**config.mk**
```make
export PLATFORM = sky130hd
export DESIGN_NAME = decoder_2to4
export DESIGN_NICKNAME = d
export VERILOG_FILES = /design/src/rtl/decoder_pkg.sv /design/src/rtl/decoder_2to4_onehot.sv /design/src/rtl/decoder_2to4.sv
export SDC_FILE = /design/constraint.sdc
export NUM_CORES = 1
export LEC_CHECK = 0
export CORE_MARGIN = 3
export CORE_UTILIZATION = 45
export DETAILED_ROUTE_END_ITERATION = 16
export GPL_TIMING_DRIVEN = 0
export PLACE_DENSITY_LB_ADDON = 0.05
export SYNTH_ARGS = -nofsm -noshare
export SYNTH_HDL_FRONTEND = slang
export SYNTH_SLANG_ARGS = --single-unit
export TNS_END_PERCENT = 5
```
**constraint.sdc**
```tcl
create_clock -name i_clk -period 2.06 [get_ports i_clk]
set_clock_uncertainty 0.1 [all_clocks]
set_input_delay 0.206 -clock i_clk [delete_from_list [all_inputs] [get_ports i_clk]]
set_output_delay 0.206 -clock i_clk [all_outputs]
set_load 0.02 [all_outputs]
```
**src/rtl/decoder_pkg.sv**
```systemverilog
// decoder_pkg: shared widths, FSM state type and select normalisation for the digit-enable decoder
package decoder_pkg;
    localparam int SEL_W   = 2;
    localparam int NUM_OUT = 4;
    localparam int CNT_W   = 8;
    typedef enum logic [1:0] {S_OFF, S_BLANK, S_ON} state_e;
    function automatic logic [SEL_W-1:0] norm_sel(input logic [SEL_W-1:0] s);
        logic [SEL_W-1:0] r;
        case (s)
            2'b00:   r = 2'b00;
            2'b01:   r = 2'b01;
            2'b10:   r = 2'b10;
            default: r = 2'b11;
        endcase
        return r;
    endfunction
endpackage

```
**src/rtl/decoder_2to4_onehot.sv**
```systemverilog
// onehot_dec_2to4: combinational 2-bit to 4-bit one-hot decode, bit 0 = digit 1
module onehot_dec_2to4
    import decoder_pkg::*;
(
    input  logic [SEL_W-1:0]   sel_i,
    output logic [NUM_OUT-1:0] dec_o
);
    always_comb begin
        dec_o = (sel_i == 2'b00) ? 4'b0001 :
                (sel_i == 2'b01) ? 4'b0010 :
                (sel_i == 2'b10) ? 4'b0100 : 4'b1000;
    end
endmodule

```
**src/rtl/decoder_2to4.sv**
```systemverilog
// decoder_2to4: registered one-hot digit-enable decoder with optional blanking and output inversion
module decoder_2to4
    import decoder_pkg::*;
#(
    parameter bit          ACTIVE_LOW   = 1'b0,
    parameter int unsigned BLANK_CYCLES = 0
) (
    input  logic             i_clk,
    input  logic             i_rst,
    input  logic             i_en,
    input  logic [SEL_W-1:0] i_sel,
    output logic             o_out1,
    output logic             o_out2,
    output logic             o_out3,
    output logic             o_out4
);
    localparam logic [CNT_W-1:0] BLANK_LD = CNT_W'(BLANK_CYCLES);
    localparam bit               NO_BLANK = (BLANK_CYCLES == 0);
    state_e             state_q, state_d;
    logic [SEL_W-1:0]   tgt_q, tgt_d, sel_n;
    logic [CNT_W-1:0]   cnt_q, cnt_d;
    logic [NUM_OUT-1:0] out_q, out_d, dec;
    logic               changed;
    assign sel_n   = norm_sel(i_sel);
    assign changed = (sel_n != tgt_q);
    always_comb begin
        state_d = state_q;
        tgt_d   = tgt_q;
        cnt_d   = cnt_q;
        case (state_q)
            S_OFF: begin
                if (i_en) begin
                    tgt_d   = sel_n;
                    cnt_d   = NO_BLANK ? cnt_q : BLANK_LD;
                    state_d = NO_BLANK ? S_ON : S_BLANK;
                end
            end
            S_BLANK: begin
                if (!i_en) begin
                    state_d = S_OFF;
                end else if (changed) begin
                    tgt_d = sel_n;
                    cnt_d = BLANK_LD;
                end else if (cnt_q <= CNT_W'(1)) begin
                    state_d = S_ON;
                end else begin
                    cnt_d = cnt_q - CNT_W'(1);
                end
            end
            S_ON: begin
                if (!i_en) begin
                    state_d = S_OFF;
                end else if (changed) begin
                    tgt_d   = sel_n;
                    cnt_d   = NO_BLANK ? cnt_q : BLANK_LD;
                    state_d = NO_BLANK ? S_ON : S_BLANK;
                end
            end
            default: state_d = S_OFF;
        endcase
    end
    onehot_dec_2to4 u_dec (
        .sel_i (tgt_d),
        .dec_o (dec)
    );
    // Output register is loaded from next state so outputs track the FSM with no extra cycle
    assign out_d = (state_d == S_ON) ? dec : '0;
    always_ff @(posedge i_clk) begin
        if (i_rst) begin
            state_q <= S_OFF;
            tgt_q   <= '0;
            cnt_q   <= '0;
            out_q   <= '0;
        end else begin
            state_q <= state_d;
            tgt_q   <= tgt_d;
            cnt_q   <= cnt_d;
            out_q   <= out_d;
        end
    end
    assign {o_out4, o_out3, o_out2, o_out1} = out_q ^ {NUM_OUT{ACTIVE_LOW}};
endmodule

```
==> results of run 1 <==
[state kept, by name, indices dropped and copies added (netlist names)]
| register | count |
|---|---|
| out_q | 4 |
| tgt_q | 2 |
| state_q | 2 |
| cnt_q | 8 |
[per-layer routing]
metal	track usage [%]	wire (um)	up-vias
li1	-	-	341
met1	17.5	806	305
met2	22.5	680	8
met3	5.52	53	2
met4	4.27	8	0
met5	0	0	-
[cells by family after synthesis]
group | share of synthesized area (%)
XOR/XNOR | 4.34
AND/OR/NAND/NOR | 20.4
adder cells (fa/ha/maj) | 9.29
buffers and inverters | 3.25
AO/OA/AOI/OAI | 21.8
flip-flops | 39.6
multiplexers | 1.24
[power groups by stage]
stage | registers (mW) | clock network (mW) | logic, mW
3_3_place_gp | 0.329 | 0 | 0.0841
2_1_floorplan | 0.334 | 0 | 0.0496
6_report | 0.322 | 0.208 | 0.0927
5_1_grt | 0.323 | 0.230 | 0.100
4_1_cts | 0.322 | 0.216 | 0.0885
3_5_place_dp | 0.329 | 0 | 0.0843
[final cells by class]
type	count	area (um2)	area share (%)
Tap cell	24	30.0	2.94
Timing Repair Buffer	10	98.8	9.69
Multi-Input combinational cell	65	503	49.3
Sequential cell	16	325	31.9
Inverter	7	26.3	2.58
Clock buffer	4	36.3	3.56
[worst reg2reg max path: cells and delay by family, from the launching register on]
family / cells / cell delay (ps)
muxes: 1 / 190
buffers and inverters: 1 / 130
DFF: 1 / 340
and+or+nand+nor: 3 / 1060
AOI/OAI and AO/OA: 1 / 190
[synth_stat cells (all sizes together) (2+ instances only)]
library cell  instances
a21o                  2
a21oi                 8
a22oi                 3
and2                  2
dfxtp                16
ha                    6
inv                   7
nand2                 4
nor2                 10
nor3                  3
nor4b                 2
o21ai                 5
or3                   4
or4                   3
xnor2                 3
[path summary, 6_finish.rpt]
| path | from | to | cells past startpoint |
|---|---|---|---|
| worst max-delay path | cnt_q[6]$_SDFFE_PP0P_ | cnt_q[1]$_SDFFE_PP0P_ | 6 |
| worst min-delay path | state_q[0]$_SDFF_PP0_ | state_q[0]$_SDFF_PP0_ | 2 |
| worst max register to register | cnt_q[6]$_SDFFE_PP0P_ | cnt_q[1]$_SDFFE_PP0P_ | 6 |
| worst min register to register | state_q[0]$_SDFF_PP0_ | state_q[0]$_SDFF_PP0_ | 2 |
[stage by stage]
step / utilization (%) / hold slack, ps / worst slack, ps / instances / total power [mW]
detailed placement: 57.6 / 374 / -275 / 120 / 0.414
global route: 64.0 / 430 / -144 / 126 / 0.653
finish: 64.0 / 385 / -55.5 / 126 / 0.623
global placement: 57.6 / 362 / -266 / 120 / 0.413
floorplan: - / 178 / 8.85 / 88 / 0.384
CTS: 62.2 / 386 / -91.9 / 126 / 0.626
[timing repair]
| item | in CTS | in global routing |
|---|---|---|
| pin swaps | 3 | 4 |
| buffers inserted | 2 | 0 |
| endpoints found under the setup margin | 9 | 11 |
| resized for setup | 7 | 7 |
==> results.md, run 1 <==
- Status: finished with violations
- Failing checks: setup timing
- Setup TNS Final: -264 ps
- Layout cells sized above 1: 26.5%
- CP most frequent cell: or4_4
- Cell area after synthesis: 808 um2
- DR WL/cell: 12.3 um
- CP endpoint kind: register
- Hold_buf cts: 0
- Antenna violations before repair: 0
- Combinational Power Share: 14.9%
- Worst EP arrival: around 2200 ps
- Net Switching: about 0.16 mW
- Count of nets after finishing: 114
- Fin area: 0.00102 mm2
- Site row count: 14
- Yosys cell types: 30
- Sequential element share of the synthesized area: 39.6%
- Initial DRC count: 5
- Initial Utilization: 50.7%
- Critical-path top delay cell: or4_4
- Dpl cell area: 918 um2
- Crit path kind: register to register
- Routed Antenna Nets: 0
- Crit-path leading delay family: simple AND/OR/NAND/NOR gates
- Static Leakage: just under 0.4 nW
- CTS buffer count: 3
- Largest net degree at the start of global routing: 10
- Cell count after synthesis: 88
- Detailed Route WL: 1.55 mm
- DR pass1 iterations: 4
- Pint: 0.465 mW
- Avg Cell Area, Syn: ~9.2 um2
- Final Max Tran Viols: 0
- I/O pin total: 9
- Max_slew headroom: 66.2%
- CP startpoint kind: register
- Register-to-register setup slack: -60 ps
- Routability-driven placement congestion ratio: 0.857
- Worst-path cell chain: or4_4, or4_4, o21ai_4, buf_6, mux2i_1, nor2_1
- Sequential share of power: 51.7%
- Clock Sinks: 16
- Worst-case clock buffer depth: 2
- Clk_lat worst skew: 290 ps
- Clk root buf: clkbuf_4
- Worst Path Max Fanout: 4
- EDFF count, synth: 0
- # port buffers: 8
- Pwr dens: around 610 mW/mm2
- First-pass GRT wire length: 2.59 mm
- Flops & latches, synth: 16
- Vert. Die Dim: a little under 50 um
- Tightest Hold Check Type: register to register
- Detail Placement HPWL: 1.12 mm
- Max Freq: ~470 MHz
- N_diodes: 0
- Clock transition at path regs: ~100 ps
- Area Overhead vs Synth: 26.2%
- CP required: approximately 2200 ps
- Worst-Margin Slew: 507 ps
- Via density: 5.21
- Grt ovf: 0
- Area leader, netlist: dfxtp_1
- Most frequent cells in the layout: dfxtp_1, nor2_1, a21oi_1, clkdlybuf4s50_1, inv_1
- Area share of the largest cell type after synthesis: 39.6%
- Yosys warns: 0
- Die area: 0.00234 mm2
- Sw frac: 25.3%
- Fin crit share: 103%
- Fraction of registers with async set/reset: 0%
- H-Tree Depth: 1
- Maximum VDD drop: 504 uV
- Final setup violation count: 7
- Number of global-route vias before repair: 615
- Maxcap violations: 0
- GR Util All Layers: 14.1%
- Fillers: 135
- Core area: around 0.0016 mm2
- Buf/Inv on CP: 1
- Routed vias: 656
- Commonest non-fill, non-tap cell in the layout: dfxtp_1
- Clock share of power: 33.4%
- Die width: 48.4 um
- Fin. Hold Viols: 0
- Top post-synthesis cells by area: dfxtp_1, ha_1, a21oi_1
- TritonCTS clock tree: built
- Delay of the slowest critical-path stage: 530 ps
- Main flop type after synthesis: dfxtp_1
- RSZ-0062 raised after global routing: true
- Post-route minimum period: around 2100 ps
- Net Count, Synth: a little under 100
- Final worst slack: -55.5 ps
- DRC violations left: 0
(Power assumes the default switching activity.)
==> run 2: changes to the inputs <==
--- a/config.mk
+++ b/config.mk
@@ -5,8 +5,10 @@
 export SDC_FILE = /design/constraint.sdc
 export NUM_CORES = 1
 export LEC_CHECK = 0
+export ABC_AREA = 1
 export CORE_MARGIN = 3
 export CORE_UTILIZATION = 45
+export CTS_CLUSTER_SIZE = 24
 export DETAILED_ROUTE_END_ITERATION = 16
 export GPL_TIMING_DRIVEN = 0
 export PLACE_DENSITY_LB_ADDON = 0.05
==> run 2 against run 1 <==
  * The flow now finishes without violations
  * Synthesized area increased by 24%
  * Synthesized cell count increased by 74%
  * Total power increased by 3.2%
  * Cell area increased by 12%
  * Combinational power increased by 13%
  * Count of clock-buffer cells in the layout unchanged
  * Routed wire length increased by 18%
  * Non-clock buffer count decreased by 1
  * Fmax increased by 20%
  * Hold slack got worse by 180 ps
  * Critical path depth increased by 6
  * Register-to-register slack improved by 350 ps
  * Critical path type unchanged
  * Critical endpoint is now cnt_q[7]$_SDFFE_PP0P_
==> results.md, run 2 <==
- Status: completed
- Via density: 4.46
- Routed Antenna Nets: 0
- Pwr dens: 561 mW/mm2
- Clk_lat worst skew: between 200 and 300 ps
- Hold_buf cts: 0
- Max reg flops: 8
- Crit-path leading delay family: simple AND/OR/NAND/NOR gates
- Clock transition at path regs: 100 ps
- Maximum VDD drop: approximately 380 uV
- Net Count, Synth: about 160
- CTS buffer count: 3
- Die width: 53.3 um
- Fin. Hold Viols: 0
- Cell area after synthesis: 0.00101 mm2
- Yosys warns: 0
- Core area: around 0.0020 mm2
- TritonCTS clock tree: built
- First-pass GRT wire length: around 3.3 mm
- Final setup violation count: 0
- Maxcap violations: 0
- Routed vias: 851
- CP most frequent cell: nor2_1
- Die area: around 0.0028 mm2
- Worst EP arrival: 1840 ps
- Sequential element share of the synthesized area: 31.8%
- Crit path kind: register to register
- Worst-Margin Slew: 533 ps
- # port buffers: 7
- Fillers: 204
- Final Max Tran Viols: 0
- Finished Core Util: 56.1%
- Post-route minimum period: 1770 ps
- Routability-driven placement congestion ratio: 0.781
- CP endpoint kind: register
- Layout cells sized above 1: 13.4%
- Fraction of registers with async set/reset: 0%
- Area Overhead vs Synth: 13.9%
- Delay of the slowest critical-path stage: 340 ps
- Max Freq: about 570 MHz
- Register bank with the most flops: cnt_q
- Count of nets after finishing: 176
- Vert. Die Dim: roughly 53 um
- DR pass1 iterations: 4
- PostCTS Resize Cnt: 0
- DRC violations left: 0
- Static Leakage: 0.575 nW
- Worst-case clock buffer depth: 2
- DR WL/cell: 9.61 um
- Largest net degree at the start of global routing: 11
- Max_slew headroom: 64.1%
- Clock Sinks: 16
- Grt ovf: 0
- Area share of the largest cell type after synthesis: 31.8%
- Biggest regs: cnt_q (8), out_q (4)
- Main flop type after synthesis: dfxtp_1
- Commonest non-fill, non-tap cell in the layout: nand2_1
- CP required: roughly 2100 ps
- Setup TNS Final: 0 ps
- Buf/Inv on CP: 3
- Site row count: 16
- Tightest Hold Check Type: input port to register
- Area leader, netlist: dfxtp_1
- Worst Path Max Fanout: 10
- Top cells by count, synth: nand2_1, inv_1, nor2_1
- RSZ-0062 raised after global routing: false
- Cell count after synthesis: 153
- CP startpoint kind: register
- Critical-path top delay cell: dfxtp_1
- Flops & latches, synth: 16
- Yosys cell types: 21
- Number of global-route vias before repair: 867
- Fin crit share: 85.9%
- Setup Fix Bufs, Post-CTS: 0
- Top post-synthesis cells by area: dfxtp_1, nand2_1, inv_1
- Most instantiated library cell after synthesis: nand2_1
- Avg Cell Area, Syn: 6.57 um2
- EDFF count, synth: 0
- Antenna violations before repair: 0
- Clk root buf: clkbuf_4
- GR Util All Layers: 16.0%
- Most frequent cells in the layout: nand2_1, inv_1, nor2_1
- Worst-path cell chain: inv_1, ha_1, inv_1, nand2_1, nand2_1, nor2_1, nand2_2, nand2_2, buf_6, nor2_1, a21oi_1, nor2_1
- Hold Slack: 210 ps
- Detail Placement HPWL: 1.48 mm
- I/O pin total: 9
- H-Tree Depth: 1
- Initial Utilization: 49.3%
- N_diodes: 0
- Initial DRC count: 12
- Detailed Route WL: 1.84 mm
run 2: metrics by stage:
step	std cells	setup WS [ps]	power (mW)	cell area, um2
2_1_floorplan	153	520	0.406	1010
3_3_place_gp	187	266	0.435	1110
3_5_place_dp	187	250	0.437	1110
4_1_cts	191	283	0.650	1150
5_1_grt	191	31.2	0.681	1150
6_report	191	290	0.642	1150
run 2: layout make-up:
type                            instances  area (um2)  area share (%)
Multi-Input combinational cell        108         569            49.7
Sequential cell                        16         320            27.9
Inverter                               27         101            8.84
Timing Repair Buffer                    7        70.1            6.11
Clock buffer                            4        36.3            3.17
Tap cell                               27        33.8            2.95
Buffer                                  2        15.0            1.31
run 2: cells by family after synthesis:
family	after synthesis	synth area share, %
XOR/XNOR	3	2.61
AND/OR/NAND/NOR	83	35.4
buffers and inverters	29	11.6
AO/OA/AOI/OAI	16	11.1
adder cells (fa/ha/maj)	6	7.46
flip-flops	16	31.8
run 2: path summary, 6_finish.rpt:
path                    startpoint  depth (start not counted)  slack, ps               endpoint
max          cnt_q[0]$_SDFFE_PP0P_                         12        290  cnt_q[7]$_SDFFE_PP0P_
min                          i_rst                          2        210  cnt_q[7]$_SDFFE_PP0P_
max reg2reg  cnt_q[0]$_SDFFE_PP0P_                         12        290  cnt_q[7]$_SDFFE_PP0P_
min reg2reg  cnt_q[0]$_SDFFE_PP0P_                          2        410  cnt_q[0]$_SDFFE_PP0P_
run 2: report_power, final:
part / switching [mW] / leakage, nW / internal [mW]
Clock: 0.106 / 0.0210 / 0.108
Combinational: 0.0643 / 0.425 / 0.0404
Sequential: 0.00490 / 0.130 / 0.319
run 2: per-layer routing:
| metal | GRT usage (%) | up-vias | wire (um) |
|---|---|---|---|
| li1 | - | 483 | - |
| met3 | 5.92 | 2 | 52 |
| met1 | 18.1 | 358 | 868 |
| met2 | 27.8 | 8 | 901 |
| met4 | 4.68 | 0 | 13 |
| met5 | 0 | - | 0 |
==> run 3: changes to the inputs <==
--- a/config.mk
+++ b/config.mk
@@ -7,7 +7,7 @@
 export LEC_CHECK = 0
 export ABC_AREA = 1
 export CORE_MARGIN = 3
-export CORE_UTILIZATION = 45
+export CORE_UTILIZATION = 50
 export CTS_CLUSTER_SIZE = 24
 export DETAILED_ROUTE_END_ITERATION = 16
 export GPL_TIMING_DRIVEN = 0
==> run 3 against run 2 <==
  * Count of clock-buffer cells in the layout unchanged
  * Critical path type unchanged
  * Combinational power about the same
  * Hold slack improved by 11 ps
  * Critical endpoint unchanged
  * Sequential power about the same
  * First-iteration DRC count decreased by 42%
  * Sequential share of layout area increased by 0.061 points
  * Total power decreased by 0.38%
==> results.md, run 3 (same netlist as run 2, synthesis figures left out) <==
- Status: completed
- Dpl cell area: 0.00111 mm2
- Pint: roughly 0.47 mW
- Max_slew headroom: 62.5%
- Max reg flops: 8
- Core area: 0.00182 mm2
- Area Overhead vs Synth: 13.7%
- Die area: 0.00259 mm2
- Sequential share of power: 50.6%
- Clock transition at path regs: 100 ps
- Via density: about 4.8
- DR WL/cell: 10.3 um
- Net Switching: 0.173 mW
- Post-route minimum period: ~1700 ps
- Clk_lat worst skew: between 200 and 300 ps
- Total power: 0.640 mW
- Count of nets after finishing: about 180
- H-Tree Depth: 1
- Fin area: 0.00114 mm2
- GR Util All Layers: 17.1%
- Biggest regs: cnt_q (8), out_q (4)
- Largest net degree at the start of global routing: 11
- Final setup violation count: 0
- CP required: around 2100 ps
- Clk root buf: clkbuf_4
- Crit path kind: register to register
- DR pass1 iterations: 4
- Grt ovf: 0
- Hold_buf cts: 0
- DRC violations left: 0
- I/O pin total: 9
- CP endpoint kind: register
- CP startpoint kind: register
- Tightest Hold Check Type: input port to register
- Sw frac: 27.1%
- Commonest non-fill, non-tap cell in the layout: nand2_1
- Antenna violations before repair: 0
- Routability-driven placement congestion ratio: roughly 0.84
- RSZ-0062 raised after global routing: false
- Clock Sinks: 16
- First-pass GRT wire length: roughly 3.4 mm
- Worst EP arrival: roughly 1800 ps
- Most frequent cells in the layout: nand2_1, inv_1, nor2_1
- Max Freq: 573 MHz
- Worst Path Max Fanout: 10
- N_diodes: 0
- Layout cells sized above 1: about 13%
- Initial DRC count: 7
- Site row count: 15
- Worst-Margin Slew: 557 ps
- # port buffers: 7
- Clock share of power: 32.6%
- Fin. Hold Viols: 0
- TritonCTS clock tree: built
- Maxcap violations: 0
- Finished Core Util: 62.8%
- Worst-case clock buffer depth: 2
- Routed vias: 907
- Register bank with the most flops: cnt_q
- Vert. Die Dim: slightly above 50 um
- Final Max Tran Viols: 0
- Detail Placement HPWL: ~1.5 mm
- Setup TNS Final: 0 ps
- Routed Antenna Nets: 0
- Static Leakage: 0.575 nW
- Fillers: 188
- Die width: 50.9 um
- PostCTS Resize Cnt: 0
- Pwr dens: 560 mW/mm2
- Maximum VDD drop: 465 uV
- CTS buffer count: 3
- Initial Utilization: 55.3%
- Number of global-route vias before repair: 819
- Combinational Power Share: between 15 and 20%
- Fin crit share: 84.7%
- Detailed Route WL: 1.94 mm
- Setup Fix Bufs, Post-CTS: 0
run 3: cell counts in the layout (fill, tap and decap cells not counted):
No cell type changed its count.
run 3: final cells by class:
class / instances / area (um2) / area share, %
Buffer: 2 / 15.0 / 1.31
Multi-Input combinational cell: 108 / 569 / 49.8
Tap cell: 25 / 31.3 / 2.74
Sequential cell: 16 / 320 / 28.0
Timing Repair Buffer: 7 / 70.1 / 6.13
Inverter: 27 / 101 / 8.86
Clock buffer: 4 / 36.3 / 3.17
run 3: worst max-delay path: stages, from the launching register on:
cell     delay [ps]
dfxtp_1         340
inv_1           110
ha_1            240
inv_1            90
nand2_1          80
nand2_1          50
nor2_1          120
nand2_2          80
nand2_2          80
buf_6           140
nor2_1           50
a21oi_1         110
nor2_1           50
run 3: final timing paths:
kind,depth (start not counted),from,end,slack (ps)
hold / removal,2,i_rst,cnt_q[7]$_SDFFE_PP0P_,220
hold reg to reg,2,cnt_q[0]$_SDFFE_PP0P_,cnt_q[0]$_SDFFE_PP0P_,400
setup reg to reg,12,cnt_q[0]$_SDFFE_PP0P_,cnt_q[7]$_SDFFE_PP0P_,320
setup / recovery,12,cnt_q[0]$_SDFFE_PP0P_,cnt_q[7]$_SDFFE_PP0P_,320
run 3: power groups by stage:
stage          Combinational [mW]  Sequential [mW]  Clock [mW]
2_1_floorplan              0.0695            0.336           0
3_3_place_gp                0.105            0.331           0
3_5_place_dp                0.108            0.331           0
4_1_cts                     0.109            0.324       0.214
5_1_grt                     0.123            0.325       0.226
6_report                    0.108            0.324       0.208
run 3: metrics by stage:
step | worst slack [ps] | hold WS, ps | instances
global route | 115 | 255 | 189
global placement | 274 | 383 | 185
CTS | 297 | 228 | 189
floorplan | 520 | 370 | 153
finish | 316 | 221 | 189
detailed placement | 261 | 392 | 185
run 3: layer usage:
layer | GRT usage (%) | vias up | routed length [um]
li1 | - | 487 | -
met1 | 20.0 | 405 | 878
met2 | 30.4 | 11 | 985
met3 | 3.50 | 4 | 48
met4 | 6.73 | 0 | 29
met5 | 0 | - | 0
